--- src/rtl/hazard_scoreboard.sv ---
// Hazard and forwarding controller beside decode: EX operand forwarding select,
// a per-register scoreboard for long-latency ops, and a redirect flush window.
module hazard_scoreboard #(
    parameter int REG_W           = 5,
    parameter int FWD_SRCS        = 2,
    parameter int MAX_OUTSTANDING = 4,
    parameter int FLUSH_CYCLES    = 1,
    localparam int NUM_REGS = 2**REG_W,
    localparam int SW       = $clog2(FWD_SRCS+1),
    localparam int OW       = $clog2(MAX_OUTSTANDING+1)
) (
    input  logic                      clk,
    input  logic                      rst_n,
    input  logic                      id_valid,
    input  logic [REG_W-1:0]          id_rs1,
    input  logic [REG_W-1:0]          id_rs2,
    input  logic                      id_rs1_used,
    input  logic                      id_rs2_used,
    input  logic [REG_W-1:0]          id_rd,
    input  logic                      id_rd_we,
    input  logic                      id_long,
    input  logic                      wb_valid,
    input  logic [REG_W-1:0]          wb_rd,
    input  logic                      redirect,
    input  logic [REG_W-1:0]          ex_rs1,
    input  logic [REG_W-1:0]          ex_rs2,
    input  logic [FWD_SRCS-1:0]       fwd_we,
    input  logic [FWD_SRCS*REG_W-1:0] fwd_rd,
    output logic [SW-1:0]             fwd_sel_a,
    output logic [SW-1:0]             fwd_sel_b,
    output logic                      stall,
    output logic                      if_id_flush,
    output logic                      id_ex_flush,
    output logic [NUM_REGS-1:0]       pending,
    output logic [OW-1:0]             outstanding,
    output logic                      sb_err
);

    localparam int FCW = (FLUSH_CYCLES > 1) ? $clog2(FLUSH_CYCLES) : 1;

    logic [NUM_REGS-1:0] pending_q, pending_d;
    logic [OW-1:0]       outstanding_q, outstanding_d;
    logic [FCW-1:0]      flush_cnt_q, flush_cnt_d;
    logic                sb_err_q, sb_err_d;
    logic                haz, flush_act, issue, wb_clear, wb_stray;

    // Walk from the oldest source down so the youngest match is the last write.
    always_comb begin
        fwd_sel_a = '0;
        fwd_sel_b = '0;
        for (int k = FWD_SRCS-1; k >= 0; k--) begin
            if (fwd_we[k] && fwd_rd[k*REG_W +: REG_W] != '0) begin
                if (fwd_rd[k*REG_W +: REG_W] == ex_rs1) fwd_sel_a = SW'(k+1);
                if (fwd_rd[k*REG_W +: REG_W] == ex_rs2) fwd_sel_b = SW'(k+1);
            end
        end
    end

    // Only registered pending is consulted: a same-cycle writeback does not bypass.
    assign haz = id_valid &&
                 ((id_rs1_used && pending_q[id_rs1]) ||
                  (id_rs2_used && pending_q[id_rs2]) ||
                  (id_rd_we    && pending_q[id_rd])  ||
                  (id_long     && outstanding_q == OW'(MAX_OUTSTANDING)));

    assign flush_act = redirect || (flush_cnt_q != '0);
    assign issue     = id_valid && !haz && !flush_act && id_long && id_rd_we && (id_rd != '0);
    assign wb_clear  = wb_valid && (wb_rd != '0) && pending_q[wb_rd];
    assign wb_stray  = wb_valid && (wb_rd != '0) && !pending_q[wb_rd];

    always_comb begin
        pending_d     = pending_q;
        outstanding_d = outstanding_q;
        sb_err_d      = sb_err_q | wb_stray;
        flush_cnt_d   = flush_cnt_q;
        if (wb_clear) pending_d[wb_rd] = 1'b0;
        if (issue)    pending_d[id_rd] = 1'b1;
        pending_d[0] = 1'b0;
        case ({issue, wb_clear})
            2'b10:   outstanding_d = outstanding_q + OW'(1);
            2'b01:   outstanding_d = outstanding_q - OW'(1);
            default: outstanding_d = outstanding_q;
        endcase
        if (redirect)
            flush_cnt_d = FCW'(FLUSH_CYCLES-1);
        else if (flush_cnt_q != '0)
            flush_cnt_d = flush_cnt_q - FCW'(1);
    end

    always_ff @(posedge clk) begin
        if (!rst_n) begin
            pending_q     <= '0;
            outstanding_q <= '0;
            flush_cnt_q   <= '0;
            sb_err_q      <= 1'b0;
        end else begin
            pending_q     <= pending_d;
            outstanding_q <= outstanding_d;
            flush_cnt_q   <= flush_cnt_d;
            sb_err_q      <= sb_err_d;
        end
    end

    // A redirect outranks a hazard: the stalled instruction is being squashed anyway.
    always_comb begin
        stall       = 1'b0;
        if_id_flush = 1'b0;
        id_ex_flush = 1'b0;
        if (flush_act) begin
            if_id_flush = 1'b1;
            id_ex_flush = 1'b1;
        end else if (haz) begin
            stall       = 1'b1;
            id_ex_flush = 1'b1;
        end
    end

    assign pending     = pending_q;
    assign outstanding = outstanding_q;
    assign sb_err      = sb_err_q;

endmodule

--- config.mk ---
export PLATFORM = sky130hd
export DESIGN_NAME = hazard_scoreboard
export DESIGN_NICKNAME = d
export VERILOG_FILES = /design/src/rtl/hazard_scoreboard.sv
export SDC_FILE = /design/constraint.sdc
export NUM_CORES = 1
export LEC_CHECK = 0
export ABC_AREA = 1
export CAP_MARGIN = 20
export CORE_MARGIN = 8
export CORE_UTILIZATION = 50
export DETAILED_ROUTE_END_ITERATION = 8
export PLACE_DENSITY = 0.81
export SETUP_SLACK_MARGIN = 0.2
export SLEW_MARGIN = 20
export SYNTH_ARGS = -nofsm -noshare
export SYNTH_HDL_FRONTEND = slang
export SYNTH_SLANG_ARGS = --single-unit
--- constraint.sdc ---
create_clock -name clk -period 4.2 [get_ports clk]
set_clock_uncertainty 0.2 [all_clocks]
set_input_delay 1.05 -clock clk [delete_from_list [all_inputs] [get_ports clk]]
set_output_delay 1.05 -clock clk [all_outputs]
set_load 0.005 [all_outputs]
==> results.toml, run 1 <==
[clocking]
root_buffer = "clkbuf_8"
cts_buffers = 5
cts_tree = "yes"
clk_latency_ns = 0.29
cts_sinks = 36
htree_levels = 2
clkTransAtPathRegs_ns = 0.07
clk_path_buf_depth = 2

[synth]
ys_top_cells_by_area = "dfxtp_1, nand2_1, nand4_1, nor2_1, nand3_1"
synth.top_cell.area_share_pct = 20.8
ys_warn_count = 0
syn_area_per_cell_um2 = 5.78
synth_ff_type = "dfxtp_1"
async_reset_ff_share_pct = 0
synth.distinct_cells = 32
synthesis.instances = 599
seq_area_frac_synth_pct = 20.8
synth-edff-count = 0
yosys.area.top_type = "dfxtp_1"
synth.most_common_cell = "nand2_1"
synth_common_cells = "nand2_1, nor2_1, inv_1"
syn_area_um2 = 3460
ys_ff_latch = 36

[power_and_ir_drop]
power.internal_uw = 604
leakage_nw = 1.99
switching_share_pct = 31.3
p_sw_uw = 275
peakVddDrop_uv = 226
p_clk_share_pct = 31.2
p_total_uw = 878
pwr-share-seq_pct = 39.2
p_per_area_nw_per_um2 = 180
p_comb_share_pct = 29.6

[min_path]
hp-start = "sb_err"
hold_path_class = "reg2reg"
min_to = "sb_err"
whs_path_depth = 1

[worst_setup_path]
crit_path_start_kind = "input pin"
rrSetupSlack_ns = 1.13
end_kind = "primary output"
worstReg2RegStart = "pending[30]"
critical_path_arrival_ns = 2.65
critPathKind = "in2out"
reg2reg_depth = 16
crit_required_ns = 2.95
rr_endpoint = "outstanding[2]"
cp_max_fo = 2

[floorplan]
core_um2 = 6760
ios = 94
initial_utilization_pct = 51.3
num_rows = 30
die_height_um = 99.2
die_area_um2 = 9850
die_w_um = 99.2

[finish]
fin_util_pct = 72.2
final_nets = 772
fin_area_um2 = 4880
num-fill-cells = 589
drive_gt1_share_pct = 13.5
antennaDiodeCount = 0
area_delta_synth_final_pct = 40.7

[route]
drtPass1Iterations = 6
vias = 4794
drc = 0
drtIter0Drc = 450
totalWireLength_mm = 14.8
route.antenna.remaining_nets = 0
avgRoutedWirePerCell_um = 18.5
via_per_inst = 6.00

[sta]
worstMarginPinSlew_ns = 0.946
setup_viol = 0
fmax_ghz = 0.256
max-slew-margin-rel_pct = 36.9
rsz0062_at_grt = "no"
fin_tns_setup_ns = 0
period_needed_ns = 3.90
hold_violations = 0
drv_slew = 0
whs_ns = 0.288
period_share_pct = 92.8

[global_routing]
grt-ovfl-total = 0
track_usage_pct = 29.3
antenna_found_initial = 0
grt_pass1_wl_mm = 23.4
grt_pass1_vias = 4569
grt_max_degree = 33

[job]
drv_cap = 0

[placement]
placedInstanceArea_um2 = 4650
gp_congestion = 0.983
port_buffers = 92
post-dp-hpwl_mm = 10.6

[outcome]
status = "complete, no violations"
[final cells by class]
| class | instances | area [um^2] | area share [%] |
|---|---|---|---|
| sequential | 36 | 721 | 14.8 |
| inverter | 52 | 203 | 4.16 |
| tap | 80 | 100 | 2.05 |
| multi-input combinational | 480 | 2430 | 49.8 |
| timing repair buffer | 144 | 1330 | 27.3 |
| clock buffer | 7 | 96.3 | 1.98 |
[cells by family (layout without fill, tap and decap cells)]
family	Yosys count	in the layout	share of synthesized area [%]
adders and majority gates	2	2	0.939
xor gates and xnor gates	20	20	5.06
other	1	2	0.108
buffers and inverters	84	203	11.8
and+or+nand+nor	339	339	43.0
AOI/OAI and AO/OA	117	117	18.3
DFF	36	36	20.8
[state kept, by name (all words and copies together), names as in the netlist]
signal       cells
flush_cnt_q      1
outstanding      3
pending         31
sb_err           1
[power by group through the flow]
stage / Sequential [mW] / Combinational [mW] / Clock, mW
2_1_floorplan: 0.352 / 0.124 / 0
3_3_place_gp: 0.352 / 0.235 / 0
3_5_place_dp: 0.352 / 0.240 / 0
4_1_cts: 0.344 / 0.246 / 0.273
5_1_grt: 0.344 / 0.280 / 0.286
6_report: 0.344 / 0.260 / 0.274
[what timing repair did]
item,in CTS,in global routing
hold buffers,0,0
endpoints found under the setup margin,6,5
pin swaps,4,4
setup buffers,0,4
gates resized for setup,40,28
gates cloned,1,0
[how the worst max path moves through the flow]
stage	from	end	slack, ns	cells after the start
after global placement	id_rd[4]	stall	-0.25	14
final	fwd_rd[0]	fwd_sel_a[1]	0.30	6
after detailed placement	id_rd[4]	stall	-0.30	14
after CTS	id_rd[0]	stall	0.20	17
after floorplan	id_rs2[0]	stall	0.65	11
after global routing	id_rs1[1]	id_ex_flush	0.20	15
[critical path, cell delays in order]
cell and delay, ns:
clkdlybuf4s50_1 0.42, or4_4 0.56, o21ai_4 0.20, nor3_2 0.07
nor2_1 0.10, dlygate4sd2_1 0.25
[routing by layer]
metal | routed length, um | global-route usage, % | up-vias
li1 | - | - | 2242
met5 | 0 | 0 | -
met1 | 5710 | 36.1 | 2160
met3 | 1840 | 6.84 | 66
met4 | 710 | 16.4 | 0
met2 | 6500 | 45.7 | 326
[metrics by stage]
step / setup slack (ns) / instances
after global routing: 0.202 / 799
after detailed placement: -0.303 / 787
after global placement: -0.250 / 787
after CTS: 0.202 / 795
final: 0.301 / 799
after floorplan: 0.649 / 600
[cells in the final DEF (no fill, tap or decap), types with 7 or more instances in the layout]
cell type	Yosys	final
nand2_1	175	174
dlygate4sd2_1	0	7
nor2_1	58	58
nor3_1	18	9
clkbuf_8	0	7
clkdlybuf4s50_1	0	76
xor2_1	10	10
dfxtp_1	36	36
nand3_1	42	41
inv_2	4	8
xnor2_1	10	10
o21ai_0	27	23
buf_4	5	42
buf_6	7	7
a21oi_1	41	40
o21ai_1	29	32
inv_1	47	42
a22oi_1	12	12
nor3_2	0	9
nand4_1	35	35
(Power assumes the default switching activity.)
==> inputs of run 2 (changes only) <==
--- a/config.mk
+++ b/config.mk
@@ -9,6 +9,7 @@
 export CAP_MARGIN = 20
 export CORE_MARGIN = 8
 export CORE_UTILIZATION = 50
+export CTS_CLUSTER_DIAMETER = 200
 export DETAILED_ROUTE_END_ITERATION = 8
 export PLACE_DENSITY = 0.81
 export SETUP_SLACK_MARGIN = 0.2
==> constraint.sdc (replaced) <==
create_clock -name clk -period 4.2 [get_ports clk]
set_clock_uncertainty 0.2 [all_clocks]
set_input_delay 0.42 -clock clk [delete_from_list [all_inputs] [get_ports clk]]
set_output_delay 0.42 -clock clk [all_outputs]
set_load 0.005 [all_outputs]
==> results.toml, run 2 (synthesized netlist as in run 1, its figures left out) <==
[global_routing]
antenna_found_initial = 0
grt_pass1_vias = 4388
grt_max_degree = 32
track_usage_pct = 26.9
grt_pass1_wl_mm = 21.7
grt-ovfl-total = 0

[floorplan]
die_w_um = 99.2
initial_utilization_pct = 51.3
ios = 94
num_rows = 30
die_height_um = 99.2
core_um2 = 6760
die_area_um2 = 9850

[sta]
period_needed_ns = 3.61
max-slew-margin-rel_pct = 34.5
worstMarginPinSlew_ns = 0.982
drv_slew = 0
hold_violations = 0
fin_tns_setup_ns = 0
rsz0062_at_grt = "no"
period_share_pct = 86.1
setup_viol = 0
fmax_ghz = 0.277

[power_and_ir_drop]
power.internal_uw = 609
p_clk_share_pct = 35.2
switching_share_pct = 30.4
peakVddDrop_uv = 213
leakage_nw = 1.73
p_per_area_nw_per_um2 = 195
pwr-share-seq_pct = 39.4
p_comb_share_pct = 25.4
p_total_uw = 874
p_sw_uw = 266

[clocking]
clkTransAtPathRegs_ns = 0.08
clk_path_buf_depth = 2
root_buffer = "clkbuf_8"
cts_resized = 0
cts_buffers = 5
clk_latency_ns = 0.29
cts_sinks = 36
ctsHoldBuffers = 0
post-cts-setup-buffer-count = 0
htree_levels = 2
cts_tree = "yes"

[route]
wl_met2_mm = 6.10
drtPass1Iterations = 5
routed.top_layer = "met4"
vias = 4546
met3_length_mm = 1.79
drt-met1-wl_mm = 5.27
via_per_inst = 5.99
totalWireLength_mm = 13.6
route.antenna.remaining_nets = 0
drtIter0Drc = 432
avgRoutedWirePerCell_um = 18.0
drc = 0

[finish]
layout_common_cells = "nand2_1, clkdlybuf4s50_1, nor2_1"
largest_reg_flops = 31
final_nets = 731
drive_gt1_share_pct = 4.42
fin_util_pct = 66.2
antennaDiodeCount = 0
area_delta_synth_final_pct = 29.2
final_cells = 759
layout_commonest_cell = "nand2_1"

[placement]
gp_congestion = 0.988
port_buffers = 92
dp_cells = 751
post-dp-hpwl_mm = 9.98

[worst_setup_path]
crit_path_start_kind = "input pin"
cp_max_fo = 18
cp_cell_sequence = "clkdlybuf4s50_1, inv_4, nand2_1, nand2_1, nand2_1, nand2_1, nand2_1, nand2_1, nor2_1, nand2_1, nand2_1, nand2_2, nor2_8, nand2_1, nand2_1, nand2_1, clkdlybuf4s50_1"
critical_path_arrival_ns = 2.99
rrSetupSlack_ns = 1.27
end_kind = "primary output"
crit_required_ns = 3.58
reg2reg_depth = 17
max_stage_delay_ns = 0.88
critPathKind = "in2out"
slowest_stage = "clkdlybuf4s50_1"
worstReg2RegStart = "pending[21]"
crit_top_cell = "nand2_1"
rr_endpoint = "outstanding[2]"
cp_num_buf_inv = 3
crit_family = "buffers and inverters"

[min_path]
min_to = "sb_err"
whs_path_depth = 1
hp-start = "sb_err"
hold_path_class = "reg2reg"

[job]
drv_cap = 0

[outcome]
status = "complete, no violations"
## run 2: cell count changes in the layout (fill, tap and decap cells not counted), sizes merged
| cell | delta |
|---|---|
| inv | +1 |
| bufinv | +1 |
| buf | -41 |
| dlygate4sd2 | -7 |
| clkbuf | -6 |
| clkdlybuf4s15 | -4 |
| clkdlybuf4s50 | +16 |
## run 2: how the worst max path moves through the flow
stage | start | cells after the start | endpoint | slack [ns]
after CTS | id_rd[0] | 16 | stall | 0.61
after detailed placement | id_rd[0] | 20 | outstanding[2] | 0.49
after floorplan | id_rs1[0] | 21 | outstanding[2] | 1.30
after global routing | id_rd[0] | 17 | id_ex_flush | 0.37
after global placement | id_rd[0] | 20 | outstanding[2] | 0.54
final | id_rd[0] | 17 | id_ex_flush | 0.59
## run 2: metal layers
metal,GRT usage [%],vias up
met3,7.33,47
li1,-,2167
met5,0,-
met2,43.9,310
met4,11.4,0
met1,32.5,2022
## run 2: area by class of cell
type	instances	area [um^2]
tap	80	100
sequential	36	721
inverter	52	198
multi-input combinational	480	2350
timing repair buffer	103	1000
fill	651	2280
clock inverter	2	35.0
clock buffer	6	72.6
## run 2: power groups by stage
stage	Sequential, mW	Clock [mW]	Combinational [mW]
2_1_floorplan	0.352	0	0.124
6_report	0.344	0.308	0.222
3_3_place_gp	0.352	0	0.212
3_5_place_dp	0.352	0	0.217
4_1_cts	0.344	0.308	0.218
5_1_grt	0.344	0.321	0.240
## run 2: stage by stage
stage	hold slack [ns]	area [um^2]	setup slack (ns)
6_report	0.273	4480	0.586
3_5_place_dp	0.262	4370	0.486
3_3_place_gp	0.248	4370	0.543
4_1_cts	0.280	4480	0.607
5_1_grt	0.317	4480	0.371
2_1_floorplan	0.258	3470	1.30
